**config.mk**
```make
export PLATFORM = sky130hd
export DESIGN_NAME = shift_seq_flat
export DESIGN_NICKNAME = d
export VERILOG_FILES = /design/src/rtl/shift_seq_if.sv /design/src/rtl/shift_seq.sv /design/src/flat_wrapper.sv
export SDC_FILE = /design/constraint.sdc
export NUM_CORES = 1
export LEC_CHECK = 0
export ABC_AREA = 1
export ABC_CLOCK_PERIOD_IN_PS = 3900
export BUFFER_PORTS_ARGS = -buffer_cell sky130_fd_sc_hd__clkbuf_2
export CAP_MARGIN = 20
export CORE_MARGIN = 8
export CORE_UTILIZATION = 43
export DETAILED_ROUTE_END_ITERATION = 10
export PLACE_DENSITY = 0.83
export RECOVER_POWER = 25
export SLEW_MARGIN = 25
export SYNTH_ARGS = -nofsm -noshare
export SYNTH_HDL_FRONTEND = slang
export SYNTH_SLANG_ARGS = --single-unit
```
**constraint.sdc**
```tcl
create_clock -name clk -period 3.9 [get_ports clk]
set_input_delay 0.195 -clock clk [delete_from_list [all_inputs] [get_ports clk]]
set_output_delay 0.195 -clock clk [all_outputs]
set_load 0.01 [all_outputs]
```
**src/rtl/shift_seq_if.sv**
```systemverilog
// Bundle of the shift_seq handshake, serial and shift-register signals.
// slave is the sequencer's view; master is the surrounding logic (producer,
// consumer and the external 8-bit shift register).
interface shift_seq_if;
  logic [7:0] tx_data;
  logic       tx_valid;
  logic       tx_ready;
  logic       rx_req;
  logic       rx_gnt;
  logic       rx_bit;
  logic       rx_bit_valid;
  logic [7:0] rx_word;
  logic       rx_word_valid;
  logic       rx_word_ready;
  logic       ser_o;
  logic       ser_valid;
  logic       tx_done;
  logic       abort;
  logic [1:0] sr_mode;
  logic [7:0] sr_par;
  logic       sr_d;
  logic [7:0] sr_p;

  modport slave (
    input  tx_data, tx_valid, rx_req, rx_bit, rx_bit_valid, rx_word_ready, abort, sr_p,
    output tx_ready, rx_gnt, rx_word, rx_word_valid, ser_o, ser_valid, tx_done,
    output sr_mode, sr_par, sr_d
  );

  modport master (
    output tx_data, tx_valid, rx_req, rx_bit, rx_bit_valid, rx_word_ready, abort, sr_p,
    input  tx_ready, rx_gnt, rx_word, rx_word_valid, ser_o, ser_valid, tx_done,
    input  sr_mode, sr_par, sr_d
  );
endinterface

```
**src/rtl/shift_seq.sv**
```systemverilog
// Serializer / deserializer sequencer driving an external 8-bit shift register.
// One engine is shared between TX and RX; a one-bit priority flag alternates
// the winner when both sides request in the same IDLE cycle.
module shift_seq #(
  parameter bit MSB_FIRST = 1'b1
) (
  input logic        clk,
  input logic        rst,
  shift_seq_if.slave bus
);

  localparam logic [1:0] IDLE     = 2'd0;
  localparam logic [1:0] TX_SHIFT = 2'd1;
  localparam logic [1:0] RX_SHIFT = 2'd2;
  localparam logic [1:0] RX_DONE  = 2'd3;

  localparam logic [1:0] MODE_HOLD  = 2'b00;
  localparam logic [1:0] MODE_LOAD  = 2'b01;
  localparam logic [1:0] MODE_LEFT  = 2'b10;
  localparam logic [1:0] MODE_RIGHT = 2'b11;
  localparam logic [1:0] MODE_SHIFT = MSB_FIRST ? MODE_LEFT : MODE_RIGHT;

  logic [1:0] state_q, state_d;
  logic [2:0] cnt_q, cnt_d;
  logic       prio_q, prio_d;

  logic       tx_ready;
  logic       rx_gnt;
  logic [7:0] rx_word;
  logic       rx_word_valid;
  logic       ser_o;
  logic       ser_valid;
  logic       tx_done;
  logic [1:0] sr_mode;
  logic [7:0] sr_par;
  logic       sr_d;

  // Next-state and output decode; reset overrides everything with a clear-load.
  always_comb begin
    state_d       = state_q;
    cnt_d         = cnt_q;
    prio_d        = prio_q;
    tx_ready      = 1'b0;
    rx_gnt        = 1'b0;
    rx_word       = 8'h00;
    rx_word_valid = 1'b0;
    ser_o         = 1'b0;
    ser_valid     = 1'b0;
    tx_done       = 1'b0;
    sr_mode       = MODE_HOLD;
    sr_par        = 8'h00;
    sr_d          = 1'b0;

    if (rst) begin
      sr_mode = MODE_LOAD;
    end else begin
      case (state_q)
        IDLE: begin
          // abort blocks both grants for this cycle
          if (!bus.abort) begin
            tx_ready = !bus.rx_req || !prio_q;
            if (bus.tx_valid && tx_ready) begin
              sr_mode = MODE_LOAD;
              sr_par  = bus.tx_data;
              state_d = TX_SHIFT;
              cnt_d   = 3'd0;
              prio_d  = 1'b1;
            end else if (bus.rx_req && (!bus.tx_valid || prio_q)) begin
              rx_gnt  = 1'b1;
              sr_mode = MODE_LOAD;
              state_d = RX_SHIFT;
              cnt_d   = 3'd0;
              prio_d  = 1'b0;
            end
          end
        end
        TX_SHIFT: begin
          ser_valid = 1'b1;
          ser_o     = MSB_FIRST ? bus.sr_p[7] : bus.sr_p[0];
          if (bus.abort) begin
            sr_mode = MODE_LOAD;
            state_d = IDLE;
            cnt_d   = 3'd0;
          end else begin
            sr_mode = MODE_SHIFT;
            cnt_d   = cnt_q + 3'd1;
            if (cnt_q == 3'd7) begin
              tx_done = 1'b1;
              state_d = IDLE;
            end
          end
        end
        RX_SHIFT: begin
          if (bus.abort) begin
            sr_mode = MODE_LOAD;
            state_d = IDLE;
            cnt_d   = 3'd0;
          end else if (bus.rx_bit_valid) begin
            sr_mode = MODE_SHIFT;
            sr_d    = bus.rx_bit;
            cnt_d   = cnt_q + 3'd1;
            if (cnt_q == 3'd7) state_d = RX_DONE;
          end
        end
        RX_DONE: begin
          rx_word_valid = 1'b1;
          rx_word       = bus.sr_p;
          if (bus.abort) begin
            sr_mode = MODE_LOAD;
            state_d = IDLE;
            cnt_d   = 3'd0;
          end else if (bus.rx_word_ready) begin
            state_d = IDLE;
          end
        end
        default: state_d = IDLE;
      endcase
    end
  end

  // State, bit counter and arbitration priority registers.
  always_ff @(posedge clk) begin
    if (rst) begin
      state_q <= IDLE;
      cnt_q   <= 3'd0;
      prio_q  <= 1'b0;
    end else begin
      state_q <= state_d;
      cnt_q   <= cnt_d;
      prio_q  <= prio_d;
    end
  end

  assign bus.tx_ready      = tx_ready;
  assign bus.rx_gnt        = rx_gnt;
  assign bus.rx_word       = rx_word;
  assign bus.rx_word_valid = rx_word_valid;
  assign bus.ser_o         = ser_o;
  assign bus.ser_valid     = ser_valid;
  assign bus.tx_done       = tx_done;
  assign bus.sr_mode       = sr_mode;
  assign bus.sr_par        = sr_par;
  assign bus.sr_d          = sr_d;

endmodule

```
**src/flat_wrapper.sv**
```systemverilog
// flat-port wrapper written by rule: the top's interface ports become plain ports
module shift_seq_flat 
#(
  parameter bit MSB_FIRST = 1'b1
)
  (clk, rst, bus_tx_data, bus_tx_valid, bus_rx_req, bus_rx_bit, bus_rx_bit_valid, bus_rx_word_ready, bus_abort, bus_sr_p, bus_tx_ready, bus_rx_gnt, bus_rx_word, bus_rx_word_valid, bus_ser_o, bus_ser_valid, bus_tx_done, bus_sr_mode, bus_sr_par, bus_sr_d);
  shift_seq_if bus_i ();
  input logic clk;
  input logic rst;
  input wire logic [$bits(bus_i.tx_data)-1:0] bus_tx_data;
  input wire logic [$bits(bus_i.tx_valid)-1:0] bus_tx_valid;
  input wire logic [$bits(bus_i.rx_req)-1:0] bus_rx_req;
  input wire logic [$bits(bus_i.rx_bit)-1:0] bus_rx_bit;
  input wire logic [$bits(bus_i.rx_bit_valid)-1:0] bus_rx_bit_valid;
  input wire logic [$bits(bus_i.rx_word_ready)-1:0] bus_rx_word_ready;
  input wire logic [$bits(bus_i.abort)-1:0] bus_abort;
  input wire logic [$bits(bus_i.sr_p)-1:0] bus_sr_p;
  output wire logic [$bits(bus_i.tx_ready)-1:0] bus_tx_ready;
  output wire logic [$bits(bus_i.rx_gnt)-1:0] bus_rx_gnt;
  output wire logic [$bits(bus_i.rx_word)-1:0] bus_rx_word;
  output wire logic [$bits(bus_i.rx_word_valid)-1:0] bus_rx_word_valid;
  output wire logic [$bits(bus_i.ser_o)-1:0] bus_ser_o;
  output wire logic [$bits(bus_i.ser_valid)-1:0] bus_ser_valid;
  output wire logic [$bits(bus_i.tx_done)-1:0] bus_tx_done;
  output wire logic [$bits(bus_i.sr_mode)-1:0] bus_sr_mode;
  output wire logic [$bits(bus_i.sr_par)-1:0] bus_sr_par;
  output wire logic [$bits(bus_i.sr_d)-1:0] bus_sr_d;
  assign bus_i.tx_data = bus_tx_data;
  assign bus_i.tx_valid = bus_tx_valid;
  assign bus_i.rx_req = bus_rx_req;
  assign bus_i.rx_bit = bus_rx_bit;
  assign bus_i.rx_bit_valid = bus_rx_bit_valid;
  assign bus_i.rx_word_ready = bus_rx_word_ready;
  assign bus_i.abort = bus_abort;
  assign bus_i.sr_p = bus_sr_p;
  assign bus_tx_ready = bus_i.tx_ready;
  assign bus_rx_gnt = bus_i.rx_gnt;
  assign bus_rx_word = bus_i.rx_word;
  assign bus_rx_word_valid = bus_i.rx_word_valid;
  assign bus_ser_o = bus_i.ser_o;
  assign bus_ser_valid = bus_i.ser_valid;
  assign bus_tx_done = bus_i.tx_done;
  assign bus_sr_mode = bus_i.sr_mode;
  assign bus_sr_par = bus_i.sr_par;
  assign bus_sr_d = bus_i.sr_d;
  shift_seq #(.MSB_FIRST(MSB_FIRST)) u_core (.clk(clk), .rst(rst), .bus(bus_i));
endmodule
```
==> results.toml <==
[worst_setup_path]
critPathRequiredTime_ns = 3.70
crit_path_start_kind = "flip-flop"
worstReg2RegStart = "u_core.state_q[1]$_SDFFE_PP0P_"
ff2ff_path_depth = 8
critPathBufInv = 3
crit_fanout = 4
crit_type = "flip-flop to primary output"
end_kind = "primary output"
arrival_ns = 1.57
crit_slowest_cell = "dfxtp_1"
crit-reg2reg-capture = "u_core.cnt_q[0]$_SDFFE_PP0P_"
r2r_slack_ns = 2.40
slowest_delay_ns = 0.37
path_cells = "inv_1 > ha_1 > nor2_1 > inv_1 > o211ai_1 > o211ai_1 > clkbuf_2"
cpLargestDelayFamily = "flip-flops"

[sta]
finalSetupTns_ns = 0
rsz0062_at_grt = "no"
slew_viol_final = 0
worst_slack_ns = 2.14
period_minus_slack_ns = 1.76
fin_crit_sh_pct = 45.2
finClkSkew_ns = 0.00150
timing.fmax_mhz = 567
tightest_slew_ns = 0.319
hold_viol = 0
setup_viol = 0
slew_headroom_pct = 78.7

[final_layout]
final_cell_mix = "clkbuf_2 (45), nor2_1 (39), nand2_1 (34)"
layout.nets = 212
syn_to_final_growth_pct = 37.5
n_antenna_cell = 0
finish.utilization_pct = 63.7
drive_gt1_share_pct = 30.2
layout.cells.non_filler = 195
final_common_cell = "clkbuf_2"
filler_cell_count = 147

[power_and_ir_drop]
p_leak_nw = 0.567
total_power_mw = 0.444
p_per_area_mw_per_mm2 = 463
vdd_ir_drop_max_mv = 0.359

[synthesis]
synth_seq_area_share_pct = 17.2
synth_nets = 161
postSynthCellCount = 130
syn-cell-area_um2 = 698
syn-mean-instance-area_um2 = 5.37
synthDistinctLibCells = 18
yosys_warnings = 0
synth_seq_cells = 6

[clock_tree]
htreeDepth = 1
holdBufCountCts = 0
cts_tree = "yes"
cts_num_sinks = 6
cts-root-buf = "clkbuf_4"
cts-resized-gates = 0
clk_latency_ns = 0.24
postCtsSetupRepairBufs = 0
cts.clk_slew.worst_paths_ns = 0.05
cts-root-to-sink-buffers = 2
cts_buffers = 3

[route]
avgRoutedWirePerCell_um = 11.6
vias = 933
vias_per_cell = 4.78
dr.pass1.iters = 4
drt-initial-drc-count = 16
wirelength_mm = 2.26
ant_nets = 0
drc = 0

[min_path]
whs_endpoint = "u_core.prio_q$_SDFFE_PP0P_"
hold_depth = 2
min_from = "rst"
holdCritPathClass = "input pin to flip-flop"

[placement]
hpwl_mm = 2.01
place_ws_ns = 2.38
portBuffers = 48
gp_congestion = 0.884
dp.cells = 192

[die]
die_area_mm2 = 0.00317
io_pins = 49
start_util_pct = 46.3
fp-row-count = 14
core_mm2 = 0.00151
die_w_um = 56.3
die_h_um = 56.3

[global_route]
grt_pass1_wl_mm = 3.79
grt_max_degree = 16
grt-ovfl-total = 0
grt_pass1_vias = 885
antenna_found_initial = 0
grtUsageTotal_pct = 14.0

[run_status]
status = "finished, final reports clean"

[flow_run]
cap_viol_max_count = 0
[how the worst max path moves through the flow]
stage,cells past startpoint,startpoint,end,slack (ns)
after global routing,7,u_core.state_q[0]$_SDFFE_PP0P_,bus_sr_mode[0],1.94
after CTS,7,u_core.state_q[0]$_SDFFE_PP0P_,bus_sr_mode[0],2.12
after detailed placement,7,u_core.state_q[0]$_SDFFE_PP0P_,bus_sr_mode[0],2.38
after global placement,7,u_core.state_q[0]$_SDFFE_PP0P_,bus_sr_mode[0],2.45
final,7,u_core.state_q[0]$_SDFFE_PP0P_,bus_sr_mode[0],2.14
after floorplan,6,u_core.state_q[0]$_SDFFE_PP0P_,bus_sr_mode[0],2.57
[per-layer routing]
| layer | vias up | GRT usage, % | part of all wire, % |
|---|---|---|---|
| li1 | 496 | - | - |
| met1 | 400 | 14.2 | 39 |
| met2 | 31 | 25.8 | 52 |
| met3 | 6 | 5.17 | 7.5 |
| met4 | 0 | 4.12 | 1.7 |
| met5 | - | 0 | 0 |
[flip-flops by register name (all words and copies together), names as in the netlist]
register	count
u_core.prio_q	1
u_core.state_q	2
u_core.cnt_q	3
[layout make-up]
type                       count  area [µm²]  area share (%)
inverter                      21        78.8            8.21
clock buffer                   3        22.5            2.35
timing repair buffer          48         236            24.6
sequential                     6         120            12.5
tap                           16        20.0            2.09
multi-input combinational    101         482            50.2
[synth_stat cells]
library cell | count | area [µm²]
a21oi_2 | 1 | 8.76
clkbuf_1 | 1 | 3.75
a21oi_1 | 4 | 20.0
ha_1 | 7 | 87.6
o21ai_2 | 1 | 8.76
dfxtp_1 | 6 | 120
clkinv_1 | 2 | 7.51
o211ai_1 | 2 | 15.0
nand2_2 | 2 | 12.5
nand2_1 | 33 | 124
nor2_2 | 1 | 6.26
nor2_1 | 39 | 146
buf_6 | 1 | 11.3
inv_2 | 2 | 7.51
o21ai_0 | 3 | 15.0
nor3_1 | 3 | 15.0
inv_1 | 17 | 63.8
nand3_1 | 5 | 25.0
[through the flow]
stage,hold WS (ns),instance area (µm²)
2_1_floorplan,0.401,698
6_report,0.340,960
5_1_grt,0.363,960
4_1_cts,0.341,966
3_3_place_gp,0.469,943
3_5_place_dp,0.484,943
[where the power goes]
part	total, mW	switching (mW)	internal, mW
Combinational	0.285	0.181	0.104
Clock	0.0572	0.0224	0.0348
Sequential	0.102	0.0183	0.0840
Total	0.444	0.222	0.223
[kinds of logic after synthesis]
kind of cell             synth area share [%]
AO/OA/AOI/OAI                            9.68
adder cells (fa/ha/maj)                  12.5
buffers and inverters                    13.4
flip-flops                               17.2
AND/OR/NAND/NOR                          47.1
(Power assumes the default switching activity.)
